## src/rtl/fft_frame_sequencer_pkg.sv

```systemverilog
// Shared definitions for the FFT frame sequencer.
// Default sizes and FSM state encodings.
package fft_frame_sequencer_pkg;

  localparam int N_DEF  = 512;
  localparam int L_DEF  = 9;
  localparam int DW_DEF = 16;

  localparam logic [2:0] S_IDLE    = 3'd0;
  localparam logic [2:0] S_LOAD    = 3'd1;
  localparam logic [2:0] S_START   = 3'd2;
  localparam logic [2:0] S_COMPUTE = 3'd3;
  localparam logic [2:0] S_DRAIN   = 3'd4;

endpackage

```

## src/rtl/fft_frame_sequencer_out_fifo2.sv

```systemverilog
// fft_out_fifo2: 2-entry FIFO with occupancy count.
// Ports: clk, rst, push/push_data, pop, head_data, count.
module fft_out_fifo2 #(
  parameter int W = 33
) (
  input  logic         clk,
  input  logic         rst,
  input  logic         push,
  input  logic [W-1:0] push_data,
  input  logic         pop,
  output logic [W-1:0] head_data,
  output logic [1:0]   count
);

  logic [W-1:0] mem [2];
  logic         wptr;
  logic         rptr;

  assign head_data = mem[rptr];

  always_ff @(posedge clk or posedge rst) begin
    if (rst) begin
      mem[0] <= '0;
      mem[1] <= '0;
      wptr   <= 1'b0;
      rptr   <= 1'b0;
      count  <= 2'd0;
    end else begin
      if (push) begin
        mem[wptr] <= push_data;
        wptr      <= ~wptr;
      end
      if (pop) begin
        rptr <= ~rptr;
      end
      unique case ({push, pop})
        2'b10:   count <= count + 2'd1;
        2'b01:   count <= count - 2'd1;
        default: count <= count;
      endcase
    end
  end

endmodule

```

## src/rtl/fft_frame_sequencer.sv

```systemverilog
// Frame controller for the in-place radix-2 FFT.
// Ports: in_* load stream, ram_* data RAM, initial_flag/fft_finish, out_* result stream, busy.
module fft_frame_sequencer
  import fft_frame_sequencer_pkg::*;
#(
  parameter int N     = N_DEF,
  parameter int L_MAX = L_DEF,
  parameter int DW    = DW_DEF
) (
  input  logic             clk,
  input  logic             rst,
  input  logic             in_valid,
  output logic             in_ready,
  input  logic [DW-1:0]    in_re,
  input  logic [DW-1:0]    in_im,
  output logic             ram_wr_en,
  output logic [L_MAX-1:0] ram_wr_addr,
  output logic [DW-1:0]    ram_wr_re,
  output logic [DW-1:0]    ram_wr_im,
  output logic             ram_rd_en,
  output logic [L_MAX-1:0] ram_rd_addr,
  input  logic [DW-1:0]    ram_rd_re,
  input  logic [DW-1:0]    ram_rd_im,
  output logic             initial_flag,
  input  logic             fft_finish,
  output logic             out_valid,
  input  logic             out_ready,
  output logic [DW-1:0]    out_re,
  output logic [DW-1:0]    out_im,
  output logic             out_last,
  output logic             busy
);

  localparam int CW = L_MAX + 1;
  localparam logic [CW-1:0] C_LAST = CW'(N - 1);
  localparam logic [CW-1:0] C_N    = CW'(N);

  logic [2:0]       state;
  logic [CW-1:0]    in_cnt;
  logic [CW-1:0]    rd_cnt;
  logic [L_MAX-1:0] rev;
  logic             accept;
  logic             pop;
  logic             rd_issue;
  logic             rd_inflight;
  logic             rd_last_inflight;
  logic [1:0]       fifo_count;
  logic [2:0]       occ;
  logic [2*DW:0]    head;

  for (genvar i = 0; i < L_MAX; i++) begin : g_rev
    assign rev[i] = in_cnt[L_MAX-1-i];
  end

  assign in_ready = (state == S_IDLE) ||
                    (state == S_LOAD);
  assign accept       = in_valid & in_ready;
  assign busy         = (state != S_IDLE);
  assign initial_flag = (state == S_START);

  // Credit counts the slot freed by a same-cycle pop,
  // so a full-rate stream never bubbles.
  assign occ = {1'b0, fifo_count}
             + {2'b0, rd_inflight}
             - {2'b0, pop};
  assign rd_issue = (state == S_DRAIN) &&
                    (rd_cnt < C_N) &&
                    (occ < 3'd2);

  assign ram_rd_en   = rd_issue;
  assign ram_rd_addr = rd_issue ?
                       rd_cnt[L_MAX-1:0] : '0;

  assign out_valid = (fifo_count != 2'd0);
  assign pop       = out_valid & out_ready;
  assign out_last  = out_valid & head[2*DW];
  assign out_re    = out_valid ?
                     head[2*DW-1:DW] : '0;
  assign out_im    = out_valid ?
                     head[DW-1:0] : '0;

  always_ff @(posedge clk or posedge rst) begin
    if (rst) begin
      state  <= S_IDLE;
      in_cnt <= '0;
      rd_cnt <= '0;
    end else begin
      unique case (state)
        S_IDLE: begin
          if (accept) begin
            state  <= S_LOAD;
            in_cnt <= CW'(1);
          end
        end
        S_LOAD: begin
          if (accept) begin
            if (in_cnt == C_LAST) begin
              state  <= S_START;
              in_cnt <= '0;
            end else begin
              in_cnt <= in_cnt + CW'(1);
            end
          end
        end
        S_START: begin
          state <= S_COMPUTE;
        end
        S_COMPUTE: begin
          if (fft_finish) begin
            state  <= S_DRAIN;
            rd_cnt <= '0;
          end
        end
        S_DRAIN: begin
          if (rd_issue) begin
            rd_cnt <= rd_cnt + CW'(1);
          end
          if (pop && head[2*DW]) begin
            state  <= S_IDLE;
            rd_cnt <= '0;
          end
        end
        default: begin
          state <= S_IDLE;
        end
      endcase
    end
  end

  always_ff @(posedge clk or posedge rst) begin
    if (rst) begin
      ram_wr_en   <= 1'b0;
      ram_wr_addr <= '0;
      ram_wr_re   <= '0;
      ram_wr_im   <= '0;
    end else begin
      ram_wr_en   <= accept;
      ram_wr_addr <= accept ? rev : '0;
      ram_wr_re   <= accept ? in_re : '0;
      ram_wr_im   <= accept ? in_im : '0;
    end
  end

  always_ff @(posedge clk or posedge rst) begin
    if (rst) begin
      rd_inflight      <= 1'b0;
      rd_last_inflight <= 1'b0;
    end else begin
      rd_inflight      <= rd_issue;
      rd_last_inflight <= rd_issue &&
                          (rd_cnt == C_LAST);
    end
  end

  fft_out_fifo2 #(
    .W (2*DW+1)
  ) u_fifo (
    .clk       (clk),
    .rst       (rst),
    .push      (rd_inflight),
    .push_data ({rd_last_inflight,
                 ram_rd_re, ram_rd_im}),
    .pop       (pop),
    .head_data (head),
    .count     (fifo_count)
  );

endmodule

```

## config.mk

```make
export PLATFORM = sky130hd
export DESIGN_NAME = fft_frame_sequencer
export DESIGN_NICKNAME = d
export VERILOG_FILES = /design/src/rtl/fft_frame_sequencer_pkg.sv /design/src/rtl/fft_frame_sequencer_out_fifo2.sv /design/src/rtl/fft_frame_sequencer.sv
export SDC_FILE = /design/constraint.sdc
export NUM_CORES = 1
export LEC_CHECK = 0
export ABC_AREA = 1
export CAP_MARGIN = 20
export CORE_UTILIZATION = 51
export CTS_CLUSTER_DIAMETER = 150
export DETAILED_ROUTE_END_ITERATION = 16
export GPL_ROUTABILITY_DRIVEN = 0
export PLACE_DENSITY = 0.81
export RECOVER_POWER = 25
export SYNTH_ARGS = -nofsm -noshare
export SYNTH_HDL_FRONTEND = slang
export SYNTH_SLANG_ARGS = --single-unit
export TNS_END_PERCENT = 5
```

## constraint.sdc

```tcl
create_clock -name clk -period 10.2 [get_ports clk]
set_input_delay 2.04 -clock clk [delete_from_list [all_inputs] [get_ports clk]]
set_output_delay 2.04 -clock clk [all_outputs]
set_load 0.05 [all_outputs]
```

==> impl_metrics.sql <==
INSERT INTO impl_metrics (metric_group, metric, value, unit) VALUES
('clocking', 'post_cts_hold_buffer_count', '0', ''),
('finish', 'utilization', '71.9', '%'),
('logic_synthesis', 'mappedNetlistArea', '5970', 'µm²'),
('run', 'max_cap_viol_count', '2', ''),
('outcome', 'run_status', 'finished with violations', ''),
('clocking', 'cts_made_buffers', '17', ''),
('clocking', 'h-tree-depth', '4', ''),
('clocking', 'tritoncts_clock_tree', 'built', ''),
('timing', 'worst_slew_margin_rel', '-90.6', '%'),
('clocking', 'clock_path_buffers', '2', ''),
('finish', 'most_common_library_cell_in_the_layout_ignoring_fill_and_taps', 'sky130_fd_sc_hd__nand2_1', ''),
('grt', 'number_of_antenna_violations_at_the_first_check_in_global_routing', '0', ''),
('finish', 'final_cell_mix', 'sky130_fd_sc_hd__nand2_1 (184), sky130_fd_sc_hd__dfrtp_1 (137), sky130_fd_sc_hd__clkdlybuf4s50_1 (124), sky130_fd_sc_hd__inv_1 (104), sky130_fd_sc_hd__o21ai_0 (72)', ''),
('power_and_ir_drop', 'switching_power_total', '906', 'µW'),
('timing', 'report.final.setup_viol', '0', ''),
('finish', 'num_antenna_cells', '0', ''),
('floorplanning', 'rows', '39', ''),
('timing', 'unrepaired_setup_endpoints_after_global_routing', 'false', ''),
('grt', 'grt_start_max_net_pins', '75', ''),
('logic_synthesis', 'synth_sequential_area_ratio', '57.4', '%'),
('critical_path', 'worst_setup_path_end_kind', 'output pin', ''),
('power_and_ir_drop', 'combPwrFrac', '37.6', '%'),
('power_and_ir_drop', 'internal_power', '1390', 'µW'),
('timing', 'worst_hold_slack', '0.487', 'ns'),
('logic_synthesis', 'syn_nets', '774', ''),
('grt', 'track_usage', '24.6', '%'),
('critical_path', 'cp_slowest_cell', 'sky130_fd_sc_hd__clkdlybuf4s50_1', ''),
('drt', 'detailedRoute.firstPassIterationCount', '5', ''),
('drt', 'drtIter0Drc', '384', ''),
('finish', 'num-fill-cells', '853', ''),
('critical_path', 'cp_data_required_time', '8.16', 'ns'),
('critical_path', 'rr_startpoint', 'u_fifo.count[1]$_DFFE_PP0P_', ''),
('critical_path', 'path_max_fanout', '10', ''),
('grt', 'grt_pass1_vias', '4880', ''),
('place', 'dp_worst_setup_slack', '3.04', 'ns'),
('clocking', 'worst_setup_hold_path_clk_slew', '0.06', 'ns'),
('timing', 'max_clock_freq', '139', 'MHz'),
('place', 'hpwlAfterDp', '9210', 'µm'),
('logic_synthesis', 'synth_warnings', '0', ''),
('critical_path', 'setup.worst_path.start_class', 'input pin', ''),
('floorplanning', 'floorplan.io_pins', '158', ''),
('grt', 'globalRoute.totalOverflow', '0', ''),
('clocking', 'worstSkewPairLatency', '0.41', 'ns'),
('clocking', 'clk_root_buffer_cell', 'sky130_fd_sc_hd__clkbuf_16', ''),
('clocking', 'clkSinkCount', '137', ''),
('drt', 'detail-route-antenna-nets', '0', ''),
('timing', 'setup_tns_final', '0', 'ns'),
('timing', 'min_period', '7.18', 'ns'),
('min_path', 'hold_path_startpoint', 'u_fifo.mem[15]$_DFFE_PP0P_', ''),
('floorplanning', 'initial_utilization', '52.3', '%'),
('floorplanning', 'floorplan.die.height', '110', 'µm'),
('critical_path', 'critPathMaxStageDelay', '0.81', 'ns'),
('logic_synthesis', 'syn_area_per_cell', '8.51', 'µm²'),
('logic_synthesis', 'postSynthCellCount', '702', ''),
('outcome', 'violated_checks', 'capacitance limit, slew limit', ''),
('timing', 'final_max_slew_viol_count', '127', ''),
('critical_path', 'r2r_end', 'rd_cnt[7]$_DFFE_PP0P_', ''),
('grt', 'grt_first_pass_wirelength', '22600', 'µm'),
('floorplanning', 'die_area', '12100', 'µm²'),
('min_path', 'whs_endpoint', 'u_fifo.mem[15]$_DFFE_PP0P_', ''),
('drt', 'postRouteWirelength', '14300', 'µm'),
('clocking', 'cts_repair_resize_count', '0', ''),
('timing', 'transition_time_of_the_tightest_slew_check_pin', '2.84', 'ns'),
('clocking', 'cts_setup_buffers', '0', ''),
('drt', 'wire_per_inst', '14.2', 'µm'),
('power_and_ir_drop', 'power_per_cell_area', '279', 'nW/µm²'),
('drt', 'remaining_drc_errors', '0', ''),
('critical_path', 'crit_type', 'input pin to output pin', ''),
('drt', 'dr_total_vias', '5142', ''),
('drt', 'drt-vias-per-instance', '5.10', ''),
('finish', 'post_route_cells_drive_above_1_share', '6.70', '%');
[how the worst max path moves through the flow]
stage | from | cells past startpoint | slack (ns) | endpoint
floorplan | out_ready | 12 | 3.76 | ram_rd_addr[0]
global placement | out_ready | 14 | 3.16 | ram_rd_addr[7]
detailed placement | out_ready | 14 | 3.04 | ram_rd_addr[3]
CTS | out_ready | 14 | 3.02 | ram_rd_addr[4]
global route | out_ready | 14 | 2.78 | ram_rd_addr[5]
finish | out_ready | 14 | 3.02 | ram_rd_addr[4]
[per-stage QoR]
| stage | total power (µW) | std cells |
|---|---|---|
| 2_1_floorplan | 1400 | 702 |
| 3_3_place_gp | 1630 | 975 |
| 3_5_place_dp | 1670 | 975 |
| 4_1_cts | 2300 | 1007 |
| 5_1_grt | 2420 | 1009 |
| 6_report | 2290 | 1009 |
[power groups by stage]
stage	logic, µW	clock network (µW)	registers, µW
after floorplan	522	0	882
after global placement	835	0	796
after detailed placement	859	0	809
after CTS	864	639	802
after global routing	938	664	821
final	862	627	805
[sequential cells by signal (all words and copies together), names as in the netlist, 2 cells and up]
name	cells
u_fifo.mem	66
rd_cnt	10
ram_wr_im	16
state	3
ram_wr_re	16
ram_wr_addr	9
in_cnt	10
u_fifo.count	2
[cells in the mapped netlist, drive strengths merged]
library cell	n	area [µm²]
a21oi	38	190
buf	12	106
clkbuf	17	63.8
dfrtp	137	3430
fa	1	20.0
ha	2	25.0
inv	110	413
nand2	188	721
nand3	17	105
nand3b	1	7.51
nand4	6	37.5
nor2	76	318
nor3	2	10.0
o211ai	1	7.51
o21ai	82	422
o21bai	1	7.51
o22ai	1	6.26
or2	2	12.5
xor2	8	70.1
[cell type report]
type                       instances  area [µm²]  area share [%]
multi-input combinational        426        1960            23.9
clock buffer                      21         470            5.73
clock inverter                    11         145            1.77
sequential                       137        3430            41.7
timing repair buffer             161        1620            19.7
inverter                         110         414            5.04
tap                              143         179            2.18
[metal layers]
layer / GRT usage [%] / vias up / share of wire, %
met5: 0 / - / 0
met4: 9.02 / 0 / 1.6
met3: 6.64 / 24 / 5.6
met2: 42.2 / 190 / 51
met1: 29.7 / 2469 / 42
li1: - / 2459 / -
[logic make-up (layout without fill, tap and decap cells)]
| group | after synthesis | in the layout | share of synthesized area, % |
|---|---|---|---|
| AOI/OAI and AO/OA | 123 | 123 | 10.6 |
| and+or+nand+nor | 292 | 292 | 20.3 |
| DFF | 137 | 137 | 57.4 |
| buffers and inverters | 139 | 303 | 9.77 |
| xor gates and xnor gates | 8 | 8 | 1.17 |
| adders and majority gates | 3 | 3 | 0.754 |
[critical path: cells and delay by family]
family	cells	cell delay, ns
compound gates	1	0.14
simple gates	7	0.90
fa+ha+maj	1	0.50
buf+inv	5	1.56
(Power assumes the default switching activity.)
